**config.mk**
```make
export PLATFORM = sky130hd
export DESIGN_NAME = fetch_decode_unit_flat
export DESIGN_NICKNAME = d
export VERILOG_FILES = /design/src/rtl/fetch_decode_unit_if.sv /design/src/rtl/fetch_decode_unit.sv /design/src/flat_wrapper.sv
export SDC_FILE = /design/constraint.sdc
export NUM_CORES = 1
export LEC_CHECK = 0
export CORE_MARGIN = 3
export CORE_UTILIZATION = 25
export DETAILED_ROUTE_END_ITERATION = 16
export MAX_ROUTING_LAYER = met4
export PLACE_DENSITY = 0.52
export SYNTH_ARGS = -nofsm -noshare
export SYNTH_HDL_FRONTEND = slang
export SYNTH_SLANG_ARGS = --single-unit
```
**constraint.sdc**
```tcl
create_clock -name clk -period 8.4 [get_ports clk]
set_clock_uncertainty 0.1 [all_clocks]
set_input_delay 1.26 -clock clk [delete_from_list [all_inputs] [get_ports clk]]
set_output_delay 1.26 -clock clk [all_outputs]
set_load 0.1 [all_outputs]
```
**src/rtl/fetch_decode_unit_if.sv**
```systemverilog
// Instruction-memory handshake bundle between the fetch/decode unit and the instruction memory.
interface fetch_decode_unit_if #(
  parameter int PC_WIDTH = 32
);
  logic [PC_WIDTH-1:0] imem_address;
  logic                imem_read;
  logic [31:0]         imem_instruction;
  logic                imem_busywait;

  modport master (
    output imem_address,
    output imem_read,
    input  imem_instruction,
    input  imem_busywait
  );

  modport slave (
    input  imem_address,
    input  imem_read,
    output imem_instruction,
    output imem_busywait
  );
endinterface

```
**src/rtl/fetch_decode_unit.sv**
```systemverilog
// PC, busywait-driven instruction fetch and decode for the 8-bit single-cycle CPU.
// Optional macro FETCH_PERF_COUNTERS_EN adds retired/stall counters.
module fetch_decode_unit #(
  parameter int                  PC_WIDTH = 32,
  parameter logic [PC_WIDTH-1:0] RESET_PC = '0
) (
  input  logic                  clk,
  input  logic                  reset,
  fetch_decode_unit_if.master   imem,
  input  logic                  alu_zero,
  output logic [2:0]            inaddress,
  output logic [2:0]            out1address,
  output logic [2:0]            out2address,
  output logic                  write,
  output logic [7:0]            immediate,
  output logic [2:0]            alu_op,
  output logic                  alu_src_imm,
  output logic                  negate,
  output logic                  halted
`ifdef FETCH_PERF_COUNTERS_EN
  ,
  output logic [15:0]           retired_count,
  output logic [15:0]           stall_count
`endif
);

  localparam logic [2:0] ALU_FWD = 3'd0;
  localparam logic [2:0] ALU_ADD = 3'd1;
  localparam logic [2:0] ALU_AND = 3'd2;
  localparam logic [2:0] ALU_OR  = 3'd3;

  typedef enum logic [1:0] {
    RESET_HOLD,
    RUN,
    STALL,
    HALT
  } state_t;

  state_t              state;
  logic [PC_WIDTH-1:0] pc;
  logic                read_q;

  logic [7:0]          opcode;
  logic                busywait;
  logic                fetching;
  logic                accept;
  logic                legal;
  logic                writes_reg;
  logic                take_branch;
  logic [PC_WIDTH-1:0] pc4;
  logic [PC_WIDTH-1:0] offset_ext;
  logic [PC_WIDTH-1:0] branch_target;
  logic [PC_WIDTH-1:0] next_pc;

  assign opcode    = imem.imem_instruction[31:24];
  assign busywait  = imem.imem_busywait;
  assign fetching  = (state == RUN) || (state == STALL);
  assign accept    = fetching && !busywait;
  assign legal     = (opcode <= 8'h07);

  assign imem.imem_address = pc;
  assign imem.imem_read    = read_q;

  // Branch offsets count instructions, so the sign-extended byte is scaled by 4.
  assign pc4           = pc + PC_WIDTH'(4);
  assign offset_ext    = {{(PC_WIDTH-8){imem.imem_instruction[23]}}, imem.imem_instruction[23:16]};
  assign branch_target = pc4 + (offset_ext << 2);
  assign next_pc       = take_branch ? branch_target : pc4;

  assign write = accept && writes_reg;

  always_comb begin
    inaddress   = imem.imem_instruction[18:16];
    out1address = imem.imem_instruction[10:8];
    out2address = imem.imem_instruction[2:0];
    immediate   = imem.imem_instruction[7:0];
    alu_op      = ALU_FWD;
    alu_src_imm = 1'b0;
    negate      = 1'b0;
    writes_reg  = 1'b0;
    take_branch = 1'b0;
    if (state == RESET_HOLD) begin
      inaddress   = 3'd0;
      out1address = 3'd0;
      out2address = 3'd0;
      immediate   = 8'd0;
    end else begin
      case (opcode)
        8'h00: begin
          writes_reg  = 1'b1;
          alu_src_imm = 1'b1;
        end
        8'h01: writes_reg = 1'b1;
        8'h02: begin
          writes_reg = 1'b1;
          alu_op     = ALU_ADD;
        end
        8'h03: begin
          writes_reg = 1'b1;
          alu_op     = ALU_ADD;
          negate     = 1'b1;
        end
        8'h04: begin
          writes_reg = 1'b1;
          alu_op     = ALU_AND;
        end
        8'h05: begin
          writes_reg = 1'b1;
          alu_op     = ALU_OR;
        end
        8'h06: take_branch = 1'b1;
        8'h07: begin
          alu_op      = ALU_ADD;
          negate      = 1'b1;
          take_branch = alu_zero;
        end
        default: ;
      endcase
    end
  end

  // HALT is only left through reset; the PC never moves while stalled or halted.
  always_ff @(posedge clk or negedge reset) begin
    if (!reset) begin
      state  <= RESET_HOLD;
      pc     <= RESET_PC;
      halted <= 1'b0;
      read_q <= 1'b0;
    end else begin
      case (state)
        RESET_HOLD: begin
          state  <= RUN;
          read_q <= 1'b1;
        end
        RUN, STALL: begin
          if (busywait) begin
            state <= STALL;
          end else if (legal) begin
            state <= RUN;
            pc    <= next_pc;
          end else begin
            state  <= HALT;
            halted <= 1'b1;
            read_q <= 1'b0;
          end
        end
        HALT: ;
        default: state <= HALT;
      endcase
    end
  end

`ifdef FETCH_PERF_COUNTERS_EN
  always_ff @(posedge clk or negedge reset) begin
    if (!reset) begin
      retired_count <= 16'd0;
      stall_count   <= 16'd0;
    end else begin
      if (accept && legal && (retired_count != 16'hFFFF))
        retired_count <= retired_count + 16'd1;
      if (fetching && busywait && (stall_count != 16'hFFFF))
        stall_count <= stall_count + 16'd1;
    end
  end
`endif

endmodule

```
**src/flat_wrapper.sv**
```systemverilog
// flat-port wrapper written by rule: the top's interface ports become plain ports
module fetch_decode_unit_flat 
#(
  parameter int                  PC_WIDTH = 32,
  parameter logic [PC_WIDTH-1:0] RESET_PC = '0
)
  (clk, reset, alu_zero, inaddress, out1address, out2address, write, immediate, alu_op, alu_src_imm, negate, halted, imem_imem_address, imem_imem_read, imem_imem_instruction, imem_imem_busywait);
  fetch_decode_unit_if #(.PC_WIDTH(PC_WIDTH)) imem_i ();
  input  logic clk;
  input  logic reset;
  input  logic alu_zero;
  output logic [2:0] inaddress;
  output logic [2:0] out1address;
  output logic [2:0] out2address;
  output logic write;
  output logic [7:0] immediate;
  output logic [2:0] alu_op;
  output logic alu_src_imm;
  output logic negate;
  output logic halted;
  output wire logic [$bits(imem_i.imem_address)-1:0] imem_imem_address;
  output wire logic [$bits(imem_i.imem_read)-1:0] imem_imem_read;
  input wire logic [$bits(imem_i.imem_instruction)-1:0] imem_imem_instruction;
  input wire logic [$bits(imem_i.imem_busywait)-1:0] imem_imem_busywait;
  assign imem_imem_address = imem_i.imem_address;
  assign imem_imem_read = imem_i.imem_read;
  assign imem_i.imem_instruction = imem_imem_instruction;
  assign imem_i.imem_busywait = imem_imem_busywait;
  fetch_decode_unit #(.PC_WIDTH(PC_WIDTH), .RESET_PC(RESET_PC)) u_core (.clk(clk), .reset(reset), .imem(imem_i), .alu_zero(alu_zero), .inaddress(inaddress), .out1address(out1address), .out2address(out2address), .write(write), .immediate(immediate), .alu_op(alu_op), .alu_src_imm(alu_src_imm), .negate(negate), .halted(halted));
endmodule
```
==> results.yml, run 1 <==
timing:
  fmaxAchievable_ghz: 0.183
  fin_crit_sh_pct: 65.2
  final_max_slew_viol_count: 0
  rsz0062_at_grt: "no"
  tightest_slew_ns: 0.991
  setup_tns_ns: 0
  final.setup.worst_slack_ns: 2.92
  period_minus_slack_ns: 5.48
  maxSlewHeadroom_pct: 33.7
  finalHoldViolCount: 0
  finalSetupViolCount: 0
routing:
  vias_per_cell: 5.08
  wl_met3_um: 798
  routedWlPerCell_um: 15.3
  route.antenna.remaining_nets: 0
  drcViolationCount: 0
  drtPass1Iterations: 4
  vias: 4254
  drt_wl_total_mm: 12.8
  met2_length_mm: 6.06
  wl_met1_mm: 5.75
  drtIter0Drc: 264
  top_layer: "met4"
logic_synthesis:
  synth_top_area_share_pct: 20.7
  synth_cells: 551
  synth_cell_types: 58
  synth_edf_count: 0
  syn_area_sq_um: 4120
  synth_ff_type: "dfrtp_1"
  async_flop_share_pct: 100
  ys_warn_count: 0
  yosys-top-cells-count: "nand2_1 (61), a21oi_1 (54), nor2_1 (54)"
  syn_avg_cell_area_sq_um: 7.47
  yosysMostFrequentCell: "nand2_1"
  netlist_top_cells_area: "dfrtp_1 (21%), ha_1 (12%), a21oi_1 (6.6%)"
  synth_top_area_cell: "dfrtp_1"
  yosysSeqAreaShare_pct: 20.7
  synth.ff_latch_count: 34
clock_network:
  clock_path_buffers: 2
  clkTransAtPathRegs_ns: 0.06
  cts_max_level: 2
  clk_latency_ns: 0.28
  cts_sinks: 34
  cts_root_buf: "clkbuf_16"
  tritoncts: "done"
  ctsHoldBuffers: 0
  cts_setup_buffers: 0
  cts_resized: 0
  cts_buffers: 5
placement:
  hpwl_mm: 9.51
  dpl_worst_slack_ns: 2.94
  io_buffers: 84
  place_congestion: 0.875
floorplanning:
  initial_core_util_pct: 25.7
  rows: 46
  die_area_sq_um: 18000
  ios: 93
  die_h_um: 134
  fp.coreArea_sq_um: 16000
  die_x_um: 134
pwr:
  p_leak_uw: 0.00217
  p_per_area_nw_per_um2: 91.0
  irDropWorstVdd_mv: 0.0602
layout:
  drive_gt1_share_pct: 3.38
  nets: 697
  fill_cells: 1726
  area_growth_pct: 28.3
  n_antenna_cell: 0
  multi_input_area_sq_um: 3090
  seq_area_sq_um: 851
grt:
  grt_pass1_vias: 4157
  antenna_found_initial: 0
  grt-ovfl-total: 0
  grtUsageTotal_pct: 14.6
  grt_pass1_wl_mm: 21.1
  grt_max_degree: 43
worst_hold_path:
  hold_depth: 1
  min-delay-path-class: "flip-flop to flip-flop"
critical_path:
  worstSetupPathType: "input pin to output port"
  r2r_slack_ns: 3.81
  cp.depth: 5
  path_delay_family: "buffers and inverters"
  cp_max_fo: 7
  critPathMostFrequentCell: "clkdlybuf4s50_1"
  cp_data_arrival_time_ns: 4.12
  crit_slowest_cell: "clkdlybuf4s50_1"
  critPathLaunchType: "input pin"
  worstRegToRegCells: 15
  crit_path_max_incr_delay_ns: 1.19
  critPathRequiredTime_ns: 7.04
  cp-end-kind: "output port"
  cp_num_buf_inv: 2
  path_cells: "clkdlybuf4s50_1 > or4_4 > or3_1 > nor4_1 > clkdlybuf4s50_1"
status:
  outcome: "completed"
job:
  drv_cap: 0
-- kinds of logic after synthesis --
| logic type | synth area share, % |
|---|---|
| AO/OA/AOI/OAI | 25.5 |
| multiplexers | 0.243 |
| adder cells (fa/ha/maj) | 12.3 |
| AND/OR/NAND/NOR | 26.0 |
| XOR/XNOR | 10.6 |
| buffers and inverters | 4.47 |
| other | 0.0911 |
| flip-flops | 20.7 |
-- where the power goes --
| group | switching (uW) | internal [uW] | leakage [uW] | total [uW] |
|---|---|---|---|---|
| registers | 0 | 164 | 0.000454 | 164 |
| clock network | 77.7 | 135 | 0.0000832 | 212 |
| logic | 70.3 | 34.4 | 0.00163 | 105 |
-- flip-flops by register name (all words and copies together), names as in the netlist --
signal and flops:
u_core.imem.imem_read 1, u_core.state 2, u_core.halted 1, u_core.imem.imem_address 30
-- worst paths after layout --
check / start / end
worst max register to register: u_core.imem.imem_address[4] / u_core.imem.imem_address[28]
worst min-delay path: u_core.halted / u_core.halted
max in group asynchronous: reset / u_core.imem.imem_address[26]
min in group asynchronous: reset / u_core.imem.imem_address[18]
worst min register to register: u_core.halted / u_core.halted
worst max-delay path: imem_imem_instruction[31] / alu_src_imm
-- area by class of cell --
cell class	count	area share [%]
Timing Repair Buffer	89	16.5
Tap cell	216	5.11
Multi-Input combinational cell	483	58.5
Clock buffer	8	3.15
Sequential cell	34	16.1
Inverter	8	0.568
-- stage by stage --
stage | std cells | power (uW) | util [%] | hold WS (ns) | area [sq um]
6_report | 838 | 481 | 33.0 | 0.379 | 5280
4_1_cts | 838 | 489 | 33.0 | 0.383 | 5280
5_1_grt | 838 | 502 | 33.0 | 0.417 | 5280
3_5_place_dp | 830 | 272 | 32.0 | 0.370 | 5120
2_1_floorplan | 553 | 238 | - | 0.375 | 4130
3_3_place_gp | 830 | 271 | 32.0 | 0.365 | 5120
-- placed cells by master, fill, tap and decap left out, types with 4 or more instances in the layout --
cell type / netlist / layout
a21oi_1: 54 / 54
ha_1: 39 / 39
nand2_1: 61 / 61
nor3_1: 6 / 6
clkbuf_16: 0 / 5
clkdlybuf4s50_1: 0 / 83
o21a_1: 8 / 8
xor2_1: 25 / 25
o211ai_1: 9 / 9
and2_1: 7 / 7
dfrtp_1: 34 / 34
a211oi_1: 8 / 8
and4_1: 6 / 6
nand4_1: 10 / 10
nor4_1: 4 / 4
buf_4: 7 / 5
and3_1: 10 / 10
o21ai_0: 45 / 45
a21o_1: 8 / 8
nor2b_1: 22 / 22
nor2_1: 54 / 53
xnor2_1: 25 / 25
a31oi_1: 5 / 5
nand3_1: 22 / 22
o22ai_1: 7 / 7
inv_1: 8 / 8
-- metal layers --
layer,track usage (%),vias up
met4,4.02,0
met3,2.55,14
li1,-,2131
met1,18.0,1990
met2,24.6,119
met5,-,-
No activity file was read; power rests on OpenSTA's default activity.
==> inputs of run 2 (changes only) <==
- clock period: 8.4 -> 5.32 ns (I/O delays scaled with it)
==> run 2 against run 1 <==
Compared with the run above:
- final cell count increased by 0.36%
- wire length increased by 1.4%
- count of clock-buffer cells in the layout decreased by 1
- combinational power increased by 59%
- setup slack got worse by 2.2 ns
- global-route usage decreased by 0.31 points
- largest power group unchanged
- power increased by 53%
- non-clock buffer count increased by 3
==> results.yml, run 2 (synthesis results as in run 1) <==
pwr:
  intPower_uw: 500
  p_sw_share_pct: 32.2
  p_per_area_nw_per_um2: 140
  p_leak_uw: 0.00218
  clkPwrFrac_pct: 42.4
  power.share.sequential_pct: 35.1
  irDropWorstVdd_mv: 0.0953
  p_comb_share_pct: 22.6
  switching_power_uw: 238
placement:
  dpl_worst_slack_ns: 0.731
  place_congestion: 0.889
  hpwl_mm: 9.60
  io_buffers: 84
critical_path:
  cp_max_fo: 8
  cp.depth: 15
  path_delay_family: "simple AND/OR/NAND/NOR gates"
  cp-end-kind: "flip-flop"
  worstSetupPathType: "flip-flop to flip-flop"
  worstRegToRegCells: 15
  path_cells: "and4_1 > nor2b_1 > and4_1 > nand3_1 > xnor2_1 > ha_1 > nor3_1 > nor2_1 > a21oi_1 > a21oi_1 > a21boi_0 > o311ai_0 > a31oi_1 > or4_1 > nand3_1"
  critPathLaunchType: "flip-flop"
  crit_path_max_incr_delay_ns: 0.53
  cp_num_buf_inv: 0
  crit_slowest_cell: "nor2b_1"
  cp_data_arrival_time_ns: 4.71
  critPathRequiredTime_ns: 5.44
routing:
  route.antenna.remaining_nets: 0
  drtPass1Iterations: 4
  vias_per_cell: 5.09
  drt_wl_total_mm: 13.0
  vias: 4280
  routedWlPerCell_um: 15.4
  drcViolationCount: 0
  drtIter0Drc: 203
timing:
  setup_tns_ns: 0
  fmaxAchievable_ghz: 0.218
  final_max_slew_viol_count: 0
  period_minus_slack_ns: 4.59
  rsz0062_at_grt: "no"
  fin_crit_sh_pct: 86.2
  finalHoldViolCount: 0
  final.setup.worst_slack_ns: 0.732
  finalSetupViolCount: 0
  tightest_slew_ns: 1.01
  maxSlewHeadroom_pct: 32.4
floorplanning:
  die_x_um: 134
  die_h_um: 134
  ios: 93
  fp.coreArea_sq_um: 16000
  die_area_sq_um: 18000
  initial_core_util_pct: 25.7
  rows: 46
layout:
  utilization_pct: 33.0
  nets: 700
  mostFrequentLayoutCells: "clkdlybuf4s50_1 (78), nand2_1 (61), a21oi_1 (54), nor2_1 (53), o21ai_0 (45)"
  area_growth_pct: 28.3
  n_antenna_cell: 0
  largest_reg_flops: 30
  final_common_cell: "clkdlybuf4s50_1"
  drive_gt1_share_pct: 4.64
clock_network:
  cts_buffers: 5
  clkTransAtPathRegs_ns: 0.06
  cts_setup_buffers: 0
  clk_latency_ns: 0.29
  cts_resized: 0
  cts_max_level: 2
  clock_path_buffers: 2
  cts_sinks: 34
  cts_root_buf: "clkbuf_16"
  ctsHoldBuffers: 0
  tritoncts: "done"
grt:
  grt-ovfl-total: 0
  grt_pass1_vias: 4075
  grt_max_degree: 43
  grtUsageTotal_pct: 14.3
  antenna_found_initial: 0
  grt_pass1_wl_mm: 20.6
worst_hold_path:
  hold_depth: 1
  min-delay-path-class: "flip-flop to flip-flop"
job:
  drv_cap: 0
status:
  outcome: "completed"
run 2: power by group through the flow:
stage	Sequential [uW]	Clock, uW	Combinational (uW)
floorplan	263	0	112
global placement	263	0	166
detailed placement	263	0	167
CTS	258	321	167
global route	258	330	178
finish	259	312	167
run 2: per-layer routing:
metal	GRT usage (%)	share of wire, %	up-vias
met5	-	0	-
met4	4.24	1.7	0
met3	1.99	6.6	16
met2	23.9	46	134
met1	17.9	46	1997
li1	-	-	2133
run 2: final cells by class:
| type | count | area (sq um) |
|---|---|---|
| fillers | 1753 | 10700 |
| multi-input cells | 483 | 3100 |
| repair buffers | 92 | 883 |
| flip-flops and latches | 34 | 851 |
| well taps | 216 | 270 |
| clock buffers | 7 | 143 |
| inverters | 8 | 30.0 |
| clock inverters | 1 | 5.00 |
run 2: stage by stage:
step	instances	power (uW)	hold WS (ns)	cell area, sq um
global route	841	766	0.400	5280
finish	841	737	0.375	5280
detailed placement	833	430	0.367	5130
CTS	841	746	0.384	5280
global placement	833	429	0.364	5130
floorplan	553	375	0.375	4130
run 2: final timing paths:
check                                                  from                           end  slack, ns
worst max-delay path            u_core.imem.imem_address[4]  u_core.imem.imem_address[28]       0.73
worst min-delay path                          u_core.halted                 u_core.halted       0.38
worst max register to register  u_core.imem.imem_address[4]  u_core.imem.imem_address[28]       0.73
worst min register to register                u_core.halted                 u_core.halted       0.38
max in group asynchronous                             reset  u_core.imem.imem_address[26]       4.03
min in group asynchronous                             reset   u_core.imem.imem_address[9]       0.53
